File: src/rtl/int_arb_pkg.sv
// Shared types and defaults for the interrupt arbiter.
// State encoding of the request/service handshake FSM.
package int_arb_pkg;

    localparam int NUM_IRQ_DEFAULT = 4;

    typedef enum logic [1:0] {
        IDLE    = 2'd0,
        REQ     = 2'd1,
        SERVICE = 2'd2
    } state_t;

endpackage

File: src/rtl/int_arb_pick.sv
// Combinational winner search over the eligible vector, starting at start_i and wrapping.
// vld_o is low when nothing is eligible; id_o is then 0.
module int_arb_pick #(
    parameter int NUM_IRQ = 4,
    parameter int ID_W    = $clog2(NUM_IRQ)
) (
    input  logic [NUM_IRQ-1:0] eligible_i,
    input  logic [ID_W-1:0]    start_i,
    output logic               vld_o,
    output logic [ID_W-1:0]    id_o
);

    logic found;
    int   j;

    always_comb begin
        found = 1'b0;
        id_o  = '0;
        j     = 0;
        for (int i = 0; i < NUM_IRQ; i++) begin
            j = int'(start_i) + i;
            if (j >= NUM_IRQ) j = j - NUM_IRQ;
            if (!found && eligible_i[j]) begin
                found = 1'b1;
                id_o  = ID_W'(j);
            end
        end
        vld_o = found;
    end

endmodule

File: src/rtl/interrupt_arbiter.sv
// Latches irq edges as pending, masks/prioritises them and runs a one-at-a-time req/ack/ret handshake.
// Fixed lowest-index priority by default; INT_ARB_ROUND_ROBIN_EN selects round-robin from the last grant.
module interrupt_arbiter
    import int_arb_pkg::*;
#(
    parameter int NUM_IRQ = NUM_IRQ_DEFAULT,
    parameter int ID_W    = $clog2(NUM_IRQ)
) (
    input  logic               clk,
    input  logic               nrst,
    input  logic [NUM_IRQ-1:0] irq_src,
    input  logic               cfg_we,
    input  logic [NUM_IRQ-1:0] cfg_mask,
    input  logic               isr_ack,
    input  logic               isr_ret,
    output logic               irq_req,
    output logic [ID_W-1:0]    irq_id,
    output logic               irq_busy,
    output logic [NUM_IRQ-1:0] pending
);

    logic [NUM_IRQ-1:0] irq_src_q;
    logic [NUM_IRQ-1:0] mask_q;
    logic [NUM_IRQ-1:0] pending_q, pending_d;
    logic [NUM_IRQ-1:0] clr;
    logic [NUM_IRQ-1:0] rise;
    logic [NUM_IRQ-1:0] eligible;
    state_t             state_q;
    logic               irq_req_q, irq_busy_q;
    logic [ID_W-1:0]    irq_id_q;
    logic [ID_W-1:0]    start_idx;
    logic [ID_W-1:0]    win_id;
    logic               win_vld;
    logic               ack_fire;

    assign rise     = irq_src & ~irq_src_q;
    assign eligible = pending_q & mask_q;
    assign ack_fire = (state_q == REQ) && isr_ack;

    // A new edge on the same cycle as the ack clear must survive, so set is OR-ed in last.
    always_comb begin
        clr = '0;
        if (ack_fire) clr[irq_id_q] = 1'b1;
        pending_d = (pending_q & ~clr) | rise;
    end

    always_ff @(posedge clk or negedge nrst) begin
        if (!nrst) begin
            irq_src_q <= '0;
            mask_q    <= '0;
            pending_q <= '0;
        end else begin
            irq_src_q <= irq_src;
            pending_q <= pending_d;
            if (cfg_we) mask_q <= cfg_mask;
        end
    end

`ifdef INT_ARB_ROUND_ROBIN_EN
    logic [ID_W-1:0] ptr_q;

    always_ff @(posedge clk or negedge nrst) begin
        if (!nrst) begin
            ptr_q <= '0;
        end else if (ack_fire) begin
            ptr_q <= irq_id_q;
        end
    end

    assign start_idx = (ptr_q == ID_W'(NUM_IRQ - 1)) ? '0 : ptr_q + ID_W'(1);
`else
    assign start_idx = '0;
`endif

    int_arb_pick #(
        .NUM_IRQ (NUM_IRQ),
        .ID_W    (ID_W)
    ) u_pick (
        .eligible_i (eligible),
        .start_i    (start_idx),
        .vld_o      (win_vld),
        .id_o       (win_id)
    );

    // Once in REQ the grant is committed: mask or source changes do not revisit the choice.
    always_ff @(posedge clk or negedge nrst) begin
        if (!nrst) begin
            state_q    <= IDLE;
            irq_req_q  <= 1'b0;
            irq_busy_q <= 1'b0;
            irq_id_q   <= '0;
        end else begin
            case (state_q)
                IDLE: begin
                    if (win_vld) begin
                        irq_id_q  <= win_id;
                        irq_req_q <= 1'b1;
                        state_q   <= REQ;
                    end
                end
                REQ: begin
                    if (isr_ack) begin
                        irq_req_q  <= 1'b0;
                        irq_busy_q <= 1'b1;
                        state_q    <= SERVICE;
                    end
                end
                SERVICE: begin
                    if (isr_ret) begin
                        irq_busy_q <= 1'b0;
                        state_q    <= IDLE;
                    end
                end
                default: begin
                    irq_req_q  <= 1'b0;
                    irq_busy_q <= 1'b0;
                    state_q    <= IDLE;
                end
            endcase
        end
    end

    assign irq_req  = irq_req_q;
    assign irq_busy = irq_busy_q;
    assign irq_id   = irq_id_q;
    assign pending  = pending_q;

endmodule

File: config.mk
export PLATFORM = sky130hd
export DESIGN_NAME = interrupt_arbiter
export DESIGN_NICKNAME = d
export VERILOG_FILES = /design/src/rtl/int_arb_pkg.sv /design/src/rtl/int_arb_pick.sv /design/src/rtl/interrupt_arbiter.sv
export SDC_FILE = /design/constraint.sdc
export NUM_CORES = 1
export LEC_CHECK = 0
export CORE_MARGIN = 2
export CORE_UTILIZATION = 44
export DETAILED_ROUTE_END_ITERATION = 8
export GPL_ROUTABILITY_DRIVEN = 0
export PLACE_DENSITY = 0.82
export SLEW_MARGIN = 30
export SYNTH_ARGS = -nofsm -noshare
export SYNTH_HDL_FRONTEND = slang
export SYNTH_SLANG_ARGS = --single-unit
File: constraint.sdc
create_clock -name clk -period 1.5 [get_ports clk]
set_clock_uncertainty 0.2 [all_clocks]
set_input_delay 0.225 -clock clk [delete_from_list [all_inputs] [get_ports clk]]
set_output_delay 0.225 -clock clk [all_outputs]
set_load 0.02 [all_outputs]
==> reports/metrics.yaml <==
outcome: "complete, no violations"
relSlewSlack_pct: 79.2
crit_end: "pending[1]"
routed_wl_um: 1370
place_area_um2: 973
comb_power_share_pct: 41.7
required_ns: 1.07
seqPwrFrac_pct: 44.8
initial_core_util_pct: 47.6
clock-sinks: 18
path_class: "register to output port"
grt_pass1_wl_um: 2350
cp-start-kind: "register"
n_antenna_cell: 0
vias: 571
hp-class: "input port to asynchronous set/reset pin"
post-route-drc-count: 0
antenna_found_initial: 0
crit_buf_inv: 1
ioPinCount: 21
drt-pass1-iter-count: 4
grt_max_degree: 19
final_core_util_pct: 64.6
reg2reg_slack_ns: 0.12
yosysUniqueCellTypes: 21
path_cells: "dlygate4sd2_1"
wl_per_cell_um: 13.2
worst_hold_slack_ns: 0.0522
clockBufferDepth: 2
final_cell_area_um2: 985
synthTopCellsByArea: "dfrtp_1 (62%), o21ai_1 (5.5%), mux2_1 (4.7%)"
clk_pin_slew_worst_paths_ns: 0.10
post_cts_buffers: 0
path_depth: 1
core_um2: 1520
critPathLaunch: "pending[1]$_DFF_PN0_"
drv_cap: 0
syn_area_per_cell_um2: 11.7
timing.rr.end: "irq_req$_DFFE_PN0P_"
crit_slowest_cell: "dfrtp_1"
grt-ovfl-total: 0
port_buffers: 20
fin_nets: 103
die_y_um: 44.6
p_switching_w: 0.000674
cp_slowest_stage_delay_ns: 0.41
cts_buffers: 3
dp_hpwl_um: 1080
synthCells: 62
h-tree-depth: 1
vdd_ir_drop_max_mv: 1.02
stdcell_count: 104
drt-vias-per-instance: 5.49
track_usage_pct: 16.6
num_rows: 14
die_area_um2: 1990
syn-num-nets: 75
fin_crit_sh_pct: 96.7
antenna_left: 0
max_freq_mhz: 689
clock_latency_ns: 0.29
switching_share_pct: 38.4
cp_max_fo: 3
worst-r2r-cell-count: 3
first_global_vias: 537
syn_to_final_growth_pct: 35.7
critPathArrivalTime_ns: 1.03
ys.warnings.count: 0
internal_power_w: 0.00108
power_leakage_nw: 0.432
hold_viol_final: 0
min_period_ns: 1.45
r2r-start: "mask_q[2]$_DFFE_PN0P_"
place_inst: 101
rsz0062_at_grt: "no"
layout_common_cells: "dfrtp_1 (17), clkdlybuf4s50_1 (12), o21ai_1 (8), nand2_1 (7)"
powerDensity_nw_per_um2: 1780
cts_tree: "yes"
cts-root-buf: "clkbuf_4"
clock_power_share_pct: 13.5
yosysTopAreaCellShare_pct: 62.1
first_iter_violations: 5
ys_ff_latch: 18
die_width_um: 44.6
syn-cell-area_um2: 726
ctsHoldBuffers: 0
ys_seq_area_share_pct: 62.1
path_delay_family: "flip-flops"
final_common_cell: "dfrtp_1"
slew_violations: 0
end_kind: "output port"
drive_gt1_share_pct: 14.8
final-setup-viol-count: 0
cts_resized: 8
yosysTopAreaCell: "dfrtp_1"
worst_slew_pin_slew_ns: 0.308
-- synth_stat cells --
master and number:
o21a_1 1, nand4b_1 1, a32o_1 1, mux2_2 1
inv_1 6, nand3_2 1, a21oi_1 2, a211o_1 1
o41ai_1 2, mux2_1 3, dfrtp_1 18, o21ai_1 8
a22oi_2 1, nand2_1 7, a2bb2oi_1 1, a22oi_1 1
buf_2 2, nor2_1 2, nor3b_1 1, nor3_1 1
a221o_1 1
-- final cells by class --
class                           count  area [um2]
Inverter                            6        22.5
Clock buffer                        3        22.5
Fill cell                         137         539
Multi-Input combinational cell     36         243
Timing Repair Buffer               25         225
Tap cell                           16        20.0
Sequential cell                    18         452
-- worst min path at each step --
stage | endpoint | slack (ns) | start | cells after the start
floorplan | irq_busy$_DFFE_PN0P_ | -0.27 | nrst | 0
global placement | pending[3]$_DFF_PN0_ | 0.19 | irq_src_q[3]$_DFF_PN0_ | 1
detailed placement | pending[3]$_DFF_PN0_ | 0.20 | irq_src_q[3]$_DFF_PN0_ | 1
CTS | irq_src_q[0]$_DFF_PN0_ | 0.06 | nrst | 2
global route | irq_id[0]$_DFFE_PN0P_ | 0.07 | nrst | 2
finish | irq_src_q[0]$_DFF_PN0_ | 0.05 | nrst | 2
-- registers in the layout, indices dropped and copies added, names as in the netlist --
signal	count
mask_q	4
irq_src_q	4
state_q	2
irq_busy	1
irq_req	1
irq_id	2
pending	4
-- per-layer routing --
layer | routed length [um] | vias up | share of wire [%] | track usage [%]
met1 | 628 | 284 | 46 | 22.4
li1 | - | 275 | - | -
met3 | 43 | 2 | 3.1 | 2.45
met5 | 0 | - | 0 | 0
met2 | 684 | 10 | 50 | 25.5
met4 | 17 | 0 | 1.2 | 9.09
-- worst reg2reg max path: cells and delay by family (launching register included) --
kind / cells / cell delay (ns)
DFF: 1 / 0.41
and+or+nand+nor: 1 / 0.11
AOI/OAI and AO/OA: 2 / 0.55
-- power groups by stage --
stage	Sequential [W]	Clock, W	Combinational (W)
final	0.000786	0.000238	0.000731
after detailed placement	0.000798	0	0.000809
after global placement	0.000793	0	0.000791
after global routing	0.000818	0.000258	0.000796
after CTS	0.000784	0.000244	0.000742
after floorplan	0.000864	0	0.000350
-- through the flow --
| stage | setup WS, ns | total power (W) | setup TNS [ns] |
|---|---|---|---|
| after global placement | -0.0386 | 0.00158 | -0.0692 |
| after global routing | 0.00886 | 0.00187 | 0 |
| after floorplan | 0.108 | 0.00121 | 0 |
| after CTS | 0.0169 | 0.00177 | 0 |
| after detailed placement | -0.135 | 0.00161 | -0.216 |
| final | 0.0495 | 0.00175 | 0 |
-- cell families (layout without fill, tap and decap cells) --
group	Yosys count	count (layout)	synth area share, %
mux	4	4	6.21
buf+inv	8	34	4.48
compound gates	19	19	18.3
flops	18	18	62.1
simple gates	13	13	8.97
(Power assumes the default switching activity.)
